--- config.mk ---
export PLATFORM = sky130hd
export DESIGN_NAME = instr_fetch_unit_flat
export DESIGN_NICKNAME = d
export VERILOG_FILES = /design/src/rtl/instr_fetch_unit_if.sv /design/src/rtl/instr_fetch_unit.sv /design/src/flat_wrapper.sv
export SDC_FILE = /design/constraint.sdc
export NUM_CORES = 1
export LEC_CHECK = 0
export ABC_CLOCK_PERIOD_IN_PS = 1800
export CELL_PAD_IN_SITES_DETAIL_PLACEMENT = 1
export CELL_PAD_IN_SITES_GLOBAL_PLACEMENT = 2
export CORE_MARGIN = 10
export CORE_UTILIZATION = 27
export DETAILED_ROUTE_END_ITERATION = 7
export GPL_ROUTABILITY_DRIVEN = 0
export PLACE_DENSITY = 0.84
export SLEW_MARGIN = 20
export SYNTH_ARGS = -nofsm -noshare
export SYNTH_HDL_FRONTEND = slang
export SYNTH_SLANG_ARGS = --single-unit
--- constraint.sdc ---
create_clock -name clk -period 1.8 [get_ports clk]
set_input_delay 0.18 -clock clk [delete_from_list [all_inputs] [get_ports clk]]
set_output_delay 0.18 -clock clk [all_outputs]
set_load 0.005 [all_outputs]
--- src/rtl/instr_fetch_unit_if.sv ---
// Instruction memory read bus between the fetch unit and instruction memory.
// The fetch unit raises mem_req with mem_addr. Memory answers with mem_rdata
// and mem_ack, and it may take any number of cycles to do so.
interface instr_fetch_unit_if #(
    parameter int ADDR_W = 10,
    parameter int DATA_W = 16
);
    logic              mem_req;
    logic [ADDR_W-1:0] mem_addr;
    logic [DATA_W-1:0] mem_rdata;
    logic              mem_ack;

    // Fetch unit side: issues requests and consumes read data
    modport master (
        output mem_req,
        output mem_addr,
        input  mem_rdata,
        input  mem_ack
    );

    // Memory side: observes requests and returns read data
    modport slave (
        input  mem_req,
        input  mem_addr,
        output mem_rdata,
        output mem_ack
    );
endinterface

--- src/rtl/instr_fetch_unit.sv ---
// Fetch stage that sits in front of the instruction register.
// It holds the PC and reads one instruction word per request over a req/ack
// bus. The word goes out on ir_in_o, and ir_w_o pulses for one cycle so the IR
// captures it. The unit then waits in HOLD until the control unit asks for the
// next instruction. If memory never acknowledges, a timeout sets a sticky
// fault flag and the unit returns to IDLE.
module instr_fetch_unit #(
    parameter int ADDR_W   = 10,
    parameter int DATA_W   = 16,
    parameter int RESET_PC = 0,
    parameter int TIMEOUT  = 15
) (
    input  logic              clk,
    input  logic              rst_n,
    input  logic              start_i,
    input  logic              next_i,
    input  logic              stall_i,
    input  logic              halt_i,
    input  logic              branch_valid_i,
    input  logic [ADDR_W-1:0] branch_addr_i,
    instr_fetch_unit_if.master mem_if,
    output logic [DATA_W-1:0] ir_in_o,
    output logic              ir_w_o,
    output logic [ADDR_W-1:0] pc_o,
    output logic              busy_o,
    output logic              fault_o
);

    typedef enum logic [1:0] {
        IDLE  = 2'd0,
        FETCH = 2'd1,
        LOAD  = 2'd2,
        HOLD  = 2'd3
    } state_t;

    localparam logic [ADDR_W-1:0] RESET_PC_V   = ADDR_W'(RESET_PC);
    // The counter reaching this value marks the last FETCH cycle in which an
    // ack is still accepted.
    localparam logic [7:0]        TIMEOUT_LAST = 8'(TIMEOUT - 1);

    state_t            state_q, state_d;
    logic [ADDR_W-1:0] pc_q, pc_d;
    logic [DATA_W-1:0] ir_q, ir_d;
    logic              ir_w_q, ir_w_d;
    logic              req_q, req_d;
    logic              busy_q, busy_d;
    logic              fault_q, fault_d;
    logic [7:0]        wait_q, wait_d;

    // Compute the next state and register values. Each output register is
    // derived from the state being entered, so every output is registered.
    always_comb begin
        state_d = state_q;
        pc_d    = pc_q;
        ir_d    = ir_q;
        fault_d = fault_q;
        wait_d  = wait_q;

        case (state_q)
            IDLE: begin
                if (branch_valid_i) begin
                    pc_d = branch_addr_i;
                end
                if (start_i) begin
                    fault_d = 1'b0;
                end
                if (start_i && !stall_i) begin
                    state_d = FETCH;
                end
            end

            FETCH: begin
                if (mem_if.mem_ack) begin
                    ir_d    = mem_if.mem_rdata;
                    wait_d  = 8'd0;
                    state_d = LOAD;
                end else if (wait_q == TIMEOUT_LAST) begin
                    fault_d = 1'b1;
                    wait_d  = 8'd0;
                    state_d = IDLE;
                end else begin
                    wait_d = wait_q + 8'd1;
                end
            end

            LOAD: begin
                pc_d    = pc_q + ADDR_W'(1);
                state_d = HOLD;
            end

            HOLD: begin
                if (branch_valid_i) begin
                    pc_d = branch_addr_i;
                end
                if (halt_i) begin
                    state_d = IDLE;
                end else if (next_i && !stall_i) begin
                    state_d = FETCH;
                end
            end

            default: begin
                state_d = IDLE;
            end
        endcase

        req_d  = (state_d == FETCH);
        busy_d = (state_d == FETCH) || (state_d == LOAD);
        ir_w_d = (state_d == LOAD);
    end

    // Hold the state and output registers. Reset is asynchronous so that an
    // outstanding request drops at once.
    always_ff @(posedge clk or negedge rst_n) begin
        if (!rst_n) begin
            state_q <= IDLE;
            pc_q    <= RESET_PC_V;
            ir_q    <= '0;
            ir_w_q  <= 1'b0;
            req_q   <= 1'b0;
            busy_q  <= 1'b0;
            fault_q <= 1'b0;
            wait_q  <= 8'd0;
        end else begin
            state_q <= state_d;
            pc_q    <= pc_d;
            ir_q    <= ir_d;
            ir_w_q  <= ir_w_d;
            req_q   <= req_d;
            busy_q  <= busy_d;
            fault_q <= fault_d;
            wait_q  <= wait_d;
        end
    end

    assign mem_if.mem_req  = req_q;
    assign mem_if.mem_addr = pc_q;
    assign ir_in_o         = ir_q;
    assign ir_w_o          = ir_w_q;
    assign pc_o            = pc_q;
    assign busy_o          = busy_q;
    assign fault_o         = fault_q;

endmodule

--- src/flat_wrapper.sv ---
// flat-port wrapper written by rule: the top's interface ports become plain ports
module instr_fetch_unit_flat 
#(
    parameter int ADDR_W   = 10,
    parameter int DATA_W   = 16,
    parameter int RESET_PC = 0,
    parameter int TIMEOUT  = 15
)
  (clk, rst_n, start_i, next_i, stall_i, halt_i, branch_valid_i, branch_addr_i, ir_in_o, ir_w_o, pc_o, busy_o, fault_o, mem_if_mem_req, mem_if_mem_addr, mem_if_mem_rdata, mem_if_mem_ack);
  instr_fetch_unit_if #(.ADDR_W(ADDR_W), .DATA_W(DATA_W)) mem_if_i ();
  input  logic clk;
  input  logic rst_n;
  input  logic start_i;
  input  logic next_i;
  input  logic stall_i;
  input  logic halt_i;
  input  logic branch_valid_i;
  input  logic [ADDR_W-1:0] branch_addr_i;
  output logic [DATA_W-1:0] ir_in_o;
  output logic ir_w_o;
  output logic [ADDR_W-1:0] pc_o;
  output logic busy_o;
  output logic fault_o;
  output wire logic [$bits(mem_if_i.mem_req)-1:0] mem_if_mem_req;
  output wire logic [$bits(mem_if_i.mem_addr)-1:0] mem_if_mem_addr;
  input wire logic [$bits(mem_if_i.mem_rdata)-1:0] mem_if_mem_rdata;
  input wire logic [$bits(mem_if_i.mem_ack)-1:0] mem_if_mem_ack;
  assign mem_if_mem_req = mem_if_i.mem_req;
  assign mem_if_mem_addr = mem_if_i.mem_addr;
  assign mem_if_i.mem_rdata = mem_if_mem_rdata;
  assign mem_if_i.mem_ack = mem_if_mem_ack;
  instr_fetch_unit #(.ADDR_W(ADDR_W), .DATA_W(DATA_W), .RESET_PC(RESET_PC), .TIMEOUT(TIMEOUT)) u_core (.clk(clk), .rst_n(rst_n), .start_i(start_i), .next_i(next_i), .stall_i(stall_i), .halt_i(halt_i), .branch_valid_i(branch_valid_i), .branch_addr_i(branch_addr_i), .mem_if(mem_if_i), .ir_in_o(ir_in_o), .ir_w_o(ir_w_o), .pc_o(pc_o), .busy_o(busy_o), .fault_o(fault_o));
endmodule
Word level (Yosys, flattened, before mapping). Index checks and enable logic that the tools add are counted.

Register bits after elaboration: 40. Latch bits: 0. Memories kept: 0. Bits of input ports: 34. Output and inout port bits: 40. ROM bits: 0. Bits in writable memories: 0.

Divide/modulo/power cells: 0. Multiplexer cells: 14. Reductions and logical operators: 11. $mul: 0. Equality and inequality tests: 10. Add/sub/neg operators: 2. Bitwise operators: 0. Order comparisons: 0. Shift-type cells: 0.

Operators by type and width (number): $pmux W10 S2 (1); $mux W8 (2); $add A10 B1 Y10 const B (1); $mux W10 (1); $mux W2 (5); $add A8 B1 Y8 const B (1); $eq A8 B4 Y1 const B (1); $pmux W2 S4 (1); $eq A2 B2 Y1 const B (3); $eq A2 B1 Y1 const B (2); $ne A2 B1 Y1 const B (2); $ne A2 B2 Y1 const B (2); $reduce_and A2 Y1 (2); $reduce_and A4 Y1 (1); $reduce_bool A2 Y1 (2); $mux W1 (3); $logic_and A1 B1 Y1 (2); $logic_not A2 Y1 (1); $pmux W1 S2 (1); $reduce_or A2 Y1 (1); $logic_not A1 Y1 (1); $logic_or A1 B1 Y1 (1).

Logic depth before layout (Yosys ltp). Gate-level depths: netlist of the first run.

Word-level depth: 7. Depth in mapped cells: 8.

Worst setup path before layout of the first run. Ideal clock, no wire load.

Path type: register to register. Start: reg u_core.wait_q[0]. End: reg u_core.busy_q (netlist: u_core.busy_o). Arrival: 1482 ps. Slack: 205 ps. Stages on the path, launching flop included: 9. Data required time: 1687 ps. Path buffers: 0. Path through: dfrtp_1 -> inv_1 -> ha_1 -> nor4b_2 -> a21oi_1 -> nand2_1 -> o21bai_1 -> ha_1 -> inv_1.

Longest elaborated chain between the ends: 6.

RTL lines: start: declaration (RTL line instr_fetch_unit.sv:48) `logic [7:0] wait_q, wait_d;`; start signal: assignment (RTL line instr_fetch_unit.sv:132) `wait_q <= wait_d;`; $eq A8 B4 Y1 (*) (RTL line instr_fetch_unit.sv:77) `end else if (wait_q == TIMEOUT_LAST) begin`; $mux W2 (*) (RTL line instr_fetch_unit.sv:77); $mux W2 (*) (RTL line instr_fetch_unit.sv:73) `if (mem_if.mem_ack) begin`; $pmux W2 S4 (*) (RTL line instr_fetch_unit.sv:59) `case (state_q)`; $eq A2 B1 Y1 or $eq A2 B2 Y1 (tied branches) (RTL line instr_fetch_unit.sv:108) `busy_d = (state_d == FETCH) || (state_d == LOAD);`; $logic_or A1 B1 Y1 (*) (RTL line instr_fetch_unit.sv:108); via u_core.busy_d (RTL line instr_fetch_unit.sv:46) `logic busy_q, busy_d;`; end signal: assignment (RTL line instr_fetch_unit.sv:130) `busy_q <= busy_d;`; end: declaration (RTL line instr_fetch_unit.sv:46).

Mark *: on every way through the listed nets, which the timed path passes. The rest lies on a longest branch. A chain may end at the register's enable or synchronous reset.

Worst setup path in the final report of the first run. Ends and elaborated chain as after synthesis.

==> results of run 1 <==
[placed cells by master, fill, tap and decap left out, types with 4 or more instances in the layout]
master / instances
a211oi_1: 4
a21oi_1: 11
buf_4: 14
clkbuf_8: 5
clkdlybuf4s50_1: 72
dfrtp_1: 40
ha_1: 5
inv_1: 5
mux2_2: 16
nand2_1: 15
nand4_1: 5
nor2_1: 16
nor2b_1: 5
xor2_1: 6
[power breakdown]
part | switching [mW] | internal [mW] | leakage [nW] | total [mW]
sequential | 0.325 | 1.29 | 0.482 | 1.62
combinational | 1.15 | 1.70 | 0.731 | 2.85
clock | 0.308 | 0.412 | 0.0552 | 0.720
[state kept, by name, summed over array words and instances (netlist names)]
signal,flops
u_core.fault_o,1
u_core.mem_if.mem_req,1
u_core.ir_w_o,1
u_core.busy_o,1
u_core.state_q,2
u_core.wait_q,8
u_core.mem_if.mem_addr,10
u_core.ir_in_o,16
[path summary, 6_finish.rpt]
path / from / end / slack (ns) / cells past startpoint
min reg2reg: u_core.ir_in_o[14]$_DFFE_PN0P_ / u_core.ir_in_o[14]$_DFFE_PN0P_ / 0.51 / 1
min: rst_n / u_core.mem_if.mem_addr[0]$_DFFE_PN0P_ / 0.47 / 3
max in group asynchronous: rst_n / u_core.ir_in_o[15]$_DFFE_PN0P_ / 0.96 / 3
max: u_core.wait_q[0]$_DFFE_PN0P_ / u_core.busy_o$_DFF_PN0_ / 0.14 / 8
min in group clk: branch_addr_i[5] / u_core.mem_if.mem_addr[5]$_DFFE_PN0P_ / 0.48 / 3
max reg2reg: u_core.wait_q[0]$_DFFE_PN0P_ / u_core.busy_o$_DFF_PN0_ / 0.14 / 8
[cell families after synthesis]
kind of cell,Yosys count,share of synthesized area
compound gates,34,0.113
fa+ha+maj,8,0.0488
mux,18,0.0977
buf+inv,21,0.0623
flops,40,0.488
xor+xnor,8,0.0342
simple gates,57,0.156
[worst reg2reg max path, stage by stage, from the launching register on]
cell and delay (ns):
dfrtp_1 0.41, inv_1 0.10, ha_1 0.15, nor4b_4 0.28
a21oi_2 0.13, nand2_1 0.11, o21bai_1 0.07, ha_1 0.27
inv_1 0.03
[layer usage]
metal / vias to the layer above / part of all wire / routed length [um] / GRT usage
met5: - / 0 / 0 / 0
met4: 0 / 0.018 / 104 / 0.0387
met3: 10 / 0.077 / 443 / 0.0323
met2: 55 / 0.46 / 2660 / 0.168
met1: 824 / 0.44 / 2560 / 0.125
li1: 809 / - / - / -
[through the flow]
| stage | utilization | instance area [um2] |
|---|---|---|
| after floorplan | - | 2050 |
| after global placement | 0.394 | 2890 |
| after detailed placement | 0.394 | 2890 |
| after CTS | 0.410 | 3010 |
| after global routing | 0.416 | 3050 |
| final | 0.416 | 3050 |
[layout make-up]
class | count | share of cell area
Sequential cell | 40 | 0.329
Multi-Input combinational cell | 125 | 0.312
Timing Repair Buffer | 88 | 0.276
Tap cell | 99 | 0.0407
Clock buffer | 6 | 0.0238
Clock inverter | 2 | 0.0115
Inverter | 6 | 0.00739
[timing repair]
item / CTS / global route
buffers inserted: 0 / 1
hold buffers: 1 / 0
gates resized for setup: 0 / 7
endpoints found under the setup margin: 0 / 17
endpoints found under the hold margin: 40 / 0
==> summary.txt, run 1 <==
P_leak = 1.27 nW
Via density = 4.64
critical path's top delay family = adder cells
synth unique cells = 43
Die X = 107 um
Skew-Pair Late Insertion Delay = 0.29 ns
critical path type = flop to flop
CTS Buffer Depth = 2
DIE AREA = 11500 um2
sequential area share after synthesis = 0.488
setup tns final = 0 ns
first-pass GRT wire length = 9.67 mm
Mapped Cells = 186
syn_nets = 228
IO buf count = 73
synth warn = 0
multi-input logic area = 951 um2
synth cell count leaders = dfrtp_1 (40), mux2_2 (16), nor2_1 (16)
Die H = 107 um
setup violators final = 0
Fmax = 0.604 GHz
Power, Total = 5.19 mW
Max-Cap Viols = 0
CTS root buffer = clkbuf_8
post-route ant nets = 0
critical path, cell by cell = inv_1 > ha_1 > nor4b_4 > a21oi_2 > nand2_1 > o21bai_1 > ha_1 > inv_1
Crit path required time = 1.99 ns
number of placement rows = 31
Final Hold Fails = 0
cell with the most instances after synthesis = dfrtp_1
initial antenna violation count = 0
Top FF cell, synth = dfrtp_1
Ports = 74
outcome = complete, no violations
Area contributors post-synth = dfrtp_1 (49%), mux2_2 (8.8%), ha_1 (4.9%), buf_4 (3.7%), a21oi_1 (2.9%)
CTS tree = yes
Max Slew Vio Count = 0
minimum clock period after layout = 1.66 ns
H-tree lvl count = 2
GRT Overall Usage = 0.103
Antenna diodes = 0
core area = 7330 um2
cell taking the most area after synthesis = dfrtp_1
pre-CTS WS = 0.0353 ns
layout cells sized above 1 = 0.199
final hold slack = 0.472 ns
unrepaired setup endpoints after global routing = true
Setup crit end kind = flop
final WL = 5.77 mm
Critical Path AT = 1.84 ns
number of flops mapped to enable cells by yosys = 0
Max-slew headroom = 0.660
Worst-path clk slew = 0.08 ns
final cycle utilization of the critical path = 0.920
Worst setup SP type = flop
Placed Cells incl. Taps = 356
DRC Markers = 0
CTS Buf Count = 5
vias in the first global route = 1937
Syn Area/Cell = 11.0 um2
pwr/cell area = 1700 nW/um2
largest net degree at the start of global routing = 41
DR WL/cell = 15.8 um
Slowest cell on crit path = dfrtp_1
Detailed Place HPWL = 4.57 mm
register area = 1000 um2
final setup margin = 0.144 ns
initial core utilization = 0.280
grt ovf = 0
clk_skew = 0.00764 ns
worst path buffer plus inverter count = 2
CP peak stage delay = 0.41 ns
crit path max fanout = 4
Synth top area share = 0.488
Syn-to-layout area delta = 48.7%
Finished Layout Cells = 366
worst-margin pin slew = 0.510 ns
worst hold path type = primary input to asynchronous set/reset pin
layout filler cell count = 827
detailed-route via count = 1698
drt pass-1 iters = 4
Peak VDD IR = 0.000589 V
nets = 308
Syn Std Cell Area = 2050 um2
async set-or-reset flop fraction in the synthesized netlist = 1.00
Iter 0 DRT Violations = 57
clock sinks = 40
register bit count reported by yosys = 40
Note: power is estimated with default switching activity, not from simulation.
==> run 2: changes to the inputs <==
--- a/config.mk
+++ b/config.mk
@@ -13,6 +13,7 @@
 export DETAILED_ROUTE_END_ITERATION = 7
 export GPL_ROUTABILITY_DRIVEN = 0
 export PLACE_DENSITY = 0.84
+export SETUP_SLACK_MARGIN = 0.3
 export SLEW_MARGIN = 20
 export SYNTH_ARGS = -nofsm -noshare
 export SYNTH_HDL_FRONTEND = slang
==> run 2 against run 1 <==
Net effect:
- sequential share of layout area shrank 3.7 points
- clock power shrank 15%
- register-to-register slack is essentially flat
- combinational power grew 31%
- design area grew 14%
- fmax shrank 0.68%
- critical endpoint is now u_core.ir_w_o$_DFF_PN0_
- largest cell class is now multi-input combinational cells
==> summary.txt, run 2 (synthesis gave the netlist of run 1 again) <==
grt ovf = 0 (unchanged)
multi-input logic area = 1140 um2 (+20%)
crit path max fanout = 5 (+1)
Crit path required time = 1.97 ns (-0.02 ns)
CTS tree = yes
setup violators final = 0 (unchanged)
Syn-to-layout area delta = 69.8%
final cycle utilization of the critical path = 0.926 (+0.00633)
DIE AREA = 11500 um2 (unchanged)
Worst-path clk slew = 0.08 ns (about the same)
unrepaired setup endpoints after global routing = true
Ports = 74 (unchanged)
vias in the first global route = 1942 (+0.26%)
Slowest cell on crit path = dfrtp_2
Final Hold Fails = 0 (unchanged)
Reg2Reg Launch Point = u_core.state_q[1]$_DFF_PN0_
minimum clock period after layout = 1.67 ns (+0.0114 ns)
Peak VDD IR = 0.000464 V (-21%)
nets = 333 (+8.1%)
clk_skew = 0.00564 ns (-0.00200 ns)
max reg flops = 16 (unchanged)
CP dominant cell by count = buf_4
initial antenna violation count = 0 (unchanged)
most common cell after layout, fill and taps aside = clkdlybuf4s50_1
Setup crit end kind = flop
DR WL/cell = 17.0 um (+7.7%)
Iter 0 DRT Violations = 39 (-32%)
Max Slew Vio Count = 0 (unchanged)
register area = 1010 um2 (+1.2%)
Max-Cap Viols = 0 (unchanged)
clock sinks = 40 (unchanged)
DRC Markers = 0 (unchanged)
Skew-Pair Late Insertion Delay = 0.28 ns (about the same)
commonest non-fill, non-tap cells in the layout = clkdlybuf4s50_1 (72), buf_4 (31), dfrtp_1 (30)
Die X = 107 um (unchanged)
GRT Overall Usage = 0.108 (+0.00494)
number of placement rows = 31 (unchanged)
CTS root buffer = clkbuf_8
post-route ant nets = 0 (unchanged)
Detailed Place HPWL = 4.47 mm (-2.1%)
H-tree lvl count = 2 (unchanged)
layout filler cell count = 792 (-4.2%)
worst-margin pin slew = 0.529 ns (+0.0193 ns)
layout cells sized above 1 = 0.394 (+0.195)
flop-to-flop setup slack = 0.13 ns (about the same)
P_leak = 1.44 nW (+13%)
Antenna diodes = 0 (unchanged)
final WL = 6.63 mm (+15%)
initial core utilization = 0.280 (unchanged)
CP peak stage delay = 0.49 ns (+0.08 ns)
critical path, cell by cell = ha_4 > nor2b_1 > o21ai_1 > a32oi_2 > buf_4 > buf_4 > a311oi_1
Critical Path AT = 1.84 ns (about the same)
detailed-route via count = 1801 (+6.1%)
outcome = complete, no violations
worst hold path type = primary input to asynchronous set/reset pin
critical path type = flop to flop
Via density = 4.61 (-0.72%)
largest net degree at the start of global routing = 41 (unchanged)
setup tns final = 0 ns (unchanged)
Worst setup SP type = flop
Fmax = 0.600 GHz (-0.68%)
pwr/cell area = 1730 nW/um2 (+1.8%)
Die H = 107 um (unchanged)
core area = 7330 um2 (unchanged)
Max-slew headroom = 0.647 (-0.0129)
CP Launch Point = u_core.state_q[1]$_DFF_PN0_
final hold slack = 0.479 ns (+0.00713 ns)
IO buf count = 73 (unchanged)
CTS Buffer Depth = 2 (unchanged)
drt pass-1 iters = 4 (unchanged)
CTS Buf Count = 5 (unchanged)
first-pass GRT wire length = 10.1 mm (+4.4%)
[run 2: changes by cell type in the layout (fill, tap and decap cells not counted), sizes merged]
cell and change:
buf +24, bufinv -1, clkbuf +1, clkinv +1
[run 2: worst paths after layout]
check	endpoint	cells after the start
setup / recovery	u_core.ir_w_o$_DFF_PN0_	7
hold / removal	u_core.state_q[0]$_DFF_PN0_	3
setup reg to reg	u_core.ir_w_o$_DFF_PN0_	7
hold reg to reg	u_core.ir_in_o[8]$_DFFE_PN0P_	1
max in group asynchronous	u_core.mem_if.mem_addr[4]$_DFFE_PN0P_	3
min in group clk	u_core.ir_in_o[5]$_DFFE_PN0P_	2
[run 2: worst max-delay path, delay by kind of cell (launching register included)]
kind / cells / cell delay, ns
AO/OA/AOI/OAI: 3 / 0.47
adder cells (fa/ha/maj): 1 / 0.19
AND/OR/NAND/NOR: 1 / 0.12
buffers and inverters: 2 / 0.28
flip-flops: 1 / 0.49
[run 2: report_power, final]
group | internal [mW] | switching [mW] | leakage (nW) | total [mW]
sequential | 1.32 | 0.387 | 0.473 | 1.70
combinational | 2.23 | 1.50 | 0.914 | 3.73
clock | 0.306 | 0.303 | 0.0510 | 0.609
total | 3.85 | 2.19 | 1.44 | 6.04
[run 2: layout make-up]
cell class / count / share of cell area
well taps: 99 / 0.0356
flip-flops and latches: 40 / 0.291
inverters: 6 / 0.00791
clock inverters: 2 / 0.00288
multi-input cells: 125 / 0.328
repair buffers: 113 / 0.311
clock buffers: 6 / 0.0237
[run 2: metal layers]
metal,global-route usage,up-vias,share of wire
met4,0.0319,0,0.0096
met5,0,-,0
li1,-,860,-
met1,0.125,901,0.40
met2,0.194,36,0.56
met3,0.0234,4,0.035
[run 2: repair_timing]
item,CTS,global route
setup endpoints to repair,45,45
resized for setup,30,35
hold buffers,1,0
buffers inserted,15,16
hold endpoints to repair,40,0
gates cloned,0,1
pin swaps,9,17
[run 2: metrics by stage]
step	instances	cell area [um2]	setup slack, ns	power (mW)	utilization
finish	391	3480	0.133	6.04	0.475
global route	391	3480	0.0888	6.50	0.475
CTS	374	3210	0.191	5.46	0.437
detailed placement	350	2860	0.0488	4.33	0.391
global placement	350	2860	0.0614	4.23	0.391
floorplan	186	2070	0.270	3.10	-
==> run 3: changes to the inputs <==
--- a/config.mk
+++ b/config.mk
@@ -5,7 +5,7 @@
 export SDC_FILE = /design/constraint.sdc
 export NUM_CORES = 1
 export LEC_CHECK = 0
-export ABC_CLOCK_PERIOD_IN_PS = 1800
+export CAP_MARGIN = 20
 export CELL_PAD_IN_SITES_DETAIL_PLACEMENT = 1
 export CELL_PAD_IN_SITES_GLOBAL_PLACEMENT = 2
 export CORE_MARGIN = 10
==> constraint.sdc (replaced) <==
create_clock -name clk -period 1.81 [get_ports clk]
set_input_delay 0.181 -clock clk [delete_from_list [all_inputs] [get_ports clk]]
set_output_delay 0.181 -clock clk [all_outputs]
set_load 0.005 [all_outputs]
==> run 3 against run 2 <==
Net effect:
- core utilization grew 1.0 points
- wire length rose by 3.2%
- die area unchanged
- global-route usage decreased by 0.42 points
- critical endpoint unchanged
- sequential power barely moved
- total power grew 10%
- non-clock buffer count is 2 lower
==> summary.txt, run 3 (synthesis gave the netlist of run 1 again) <==
critical path's top delay family = compound AO/OA/AOI/OAI gates
P_leak = 1.46 nW (+1.5%)
CTS tree = yes
sw frac = 0.348 (-0.0146)
detailed-route via count = 1838 (+2.1%)
minimum clock period after layout = 1.65 ns (-0.0183 ns)
final WL = 6.85 mm (+3.2%)
CP peak stage delay = 0.41 ns (-0.08 ns)
initial antenna violation count = 0 (unchanged)
pwr/cell area = 1870 nW/um2 (+7.8%)
critical path, cell by cell = buf_6 > inv_8 > ha_4 > nor2_4 > o211ai_1 > o2bb2ai_2 > buf_4 > a311oi_2
Syn-to-layout area delta = 73.4%
CTS Buf Count = 5 (unchanged)
post-layout utilization of the core = 0.485 (+0.0101)
Clk pwr share = 0.151 (+0.050)
commonest non-fill, non-tap cells in the layout = clkdlybuf4s50_1 (72), dfrtp_1 (32), buf_4 (27)
clk_skew = 0.00551 ns (-0.000129 ns)
number of placement rows = 31 (unchanged)
register share of total power = 0.251 (-0.031)
Comb power frac = 0.598 (-0.019)
Internal Power = 4.33 mW (+13%)
IO buf count = 73 (unchanged)
GRT Overall Usage = 0.104 (-0.00424)
Max-Cap Viols = 0 (unchanged)
Max Slew Vio Count = 0 (unchanged)
core area = 7330 um2 (unchanged)
grt ovf = 0 (unchanged)
Peak VDD IR = 0.000654 V (+41%)
Final Hold Fails = 0 (unchanged)
crit path max fanout = 4 (-1)
worst hold path type = primary input to asynchronous set/reset pin
DR WL/cell = 17.6 um (+3.7%)
drt pass-1 iters = 4 (unchanged)
post-route ant nets = 0 (unchanged)
max reg flops = 16 (unchanged)
outcome = complete, no violations
Fmax = 0.606 GHz (+1.1%)
CTS root buffer = clkbuf_8
layout cells sized above 1 = 0.390 (-0.00418)
initial core utilization = 0.280 (unchanged)
critical path type = flop to flop
setup violators final = 0 (unchanged)
Worst-path clk slew = 0.08 ns (about the same)
Setup crit end kind = flop
Skew-Pair Late Insertion Delay = 0.29 ns (about the same)
nets = 331 (-0.60%)
Max-slew headroom = 0.651 (+0.00395)
Detailed Place HPWL = 4.61 mm (+3.3%)
Slowest cell on crit path = dfrtp_2
Iter 0 DRT Violations = 42 (+7.7%)
clock sinks = 40 (unchanged)
vias in the first global route = 1970 (+1.4%)
final cycle utilization of the critical path = 0.911 (-0.0152)
Via density = 4.72 (+2.6%)
first-pass GRT wire length = 9.74 mm (-3.5%)
Worst setup SP type = flop
setup tns final = 0 ns (unchanged)
CTS Buffer Depth = 2 (unchanged)
DIE AREA = 11500 um2 (unchanged)
H-tree lvl count = 2 (unchanged)
most common cell after layout, fill and taps aside = clkdlybuf4s50_1
Die H = 107 um (unchanged)
Crit path required time = 1.97 ns (about the same)
Net Switching = 2.31 mW (+5.6%)
worst path buffer plus inverter count = 3 (+1)
Die X = 107 um (unchanged)
Antenna diodes = 0 (unchanged)
Critical Path AT = 1.81 ns (-0.03 ns)
unrepaired setup endpoints after global routing = true
DRC Markers = 0 (unchanged)
Ports = 74 (unchanged)
largest net degree at the start of global routing = 41 (unchanged)
worst-margin pin slew = 0.523 ns (-0.00593 ns)
[run 3: cell types whose count changed in the layout (fill, tap and decap cells not counted), moves of 3 or more]
cell       before  now
buf_6           6    9
buf_4          31   27
nor2_2          5    1
bufinv_16       0    3
nor2_1          9   13
[run 3: final cells by class]
class                           count  area [um2]
Fill cell                         780        3780
Multi-Input combinational cell    125        1170
Sequential cell                    40        1010
Clock buffer                        5        68.8
Inverter                            6        32.5
Clock inverter                      3        90.1
Timing Repair Buffer              111        1050
Tap cell                           99         124
[run 3: tightest hold or removal path, stage by stage]
cell,delay [ns]
dlygate4sd3_1,0.52
buf_2,0.09
buf_4,0.43
[run 3: path summary, 6_finish.rpt]
path,from,to,slack [ns],cells past startpoint
setup / recovery,u_core.state_q[0]$_DFF_PN0_,u_core.ir_w_o$_DFF_PN0_,0.16,8
hold / removal,rst_n,u_core.mem_if.mem_addr[8]$_DFFE_PN0P_,0.48,3
setup reg to reg,u_core.state_q[0]$_DFF_PN0_,u_core.ir_w_o$_DFF_PN0_,0.16,8
hold reg to reg,u_core.ir_in_o[2]$_DFFE_PN0P_,u_core.ir_in_o[2]$_DFFE_PN0P_,0.51,1
max in group asynchronous,rst_n,u_core.mem_if.mem_addr[4]$_DFFE_PN0P_,0.93,3
min in group clk,mem_if_mem_rdata[2],u_core.ir_in_o[2]$_DFFE_PN0P_,0.50,2
[run 3: power groups by stage]
stage | combinational (mW) | sequential, mW | clock, mW
final | 3.98 | 1.67 | 1.00
after global routing | 4.30 | 1.74 | 1.06
after CTS | 3.23 | 1.65 | 1.02
after detailed placement | 2.66 | 1.66 | 0
after global placement | 2.57 | 1.64 | 0
after floorplan | 1.47 | 1.62 | 0
[run 3: per-stage QoR]
step | power (mW) | hold slack (ns) | setup WS, ns | instances | instance area, um2
floorplan | 3.09 | -0.115 | 0.280 | 186 | 2070
detailed placement | 4.32 | 0.283 | 0.0437 | 350 | 2860
global route | 7.10 | 0.499 | 0.0868 | 389 | 3550
finish | 6.64 | 0.479 | 0.161 | 389 | 3550
global placement | 4.21 | 0.287 | 0.0924 | 350 | 2860
CTS | 5.90 | 0.495 | 0.223 | 377 | 3290
[run 3: metal layers]
metal	track usage	share of wire	up-vias
met5	0	0	-
met4	0.0377	0.017	0
met3	0.0257	0.053	8
met2	0.195	0.54	42
met1	0.109	0.39	935
li1	-	-	853
[run 3: what timing repair did]
action,CTS,global route
hold endpoints to repair,40,0
endpoints found under the setup margin,44,45
cloned,0,0
setup buffers,18,12
hold buffers,1,0
pin swaps,7,26
gates resized for setup,26,43
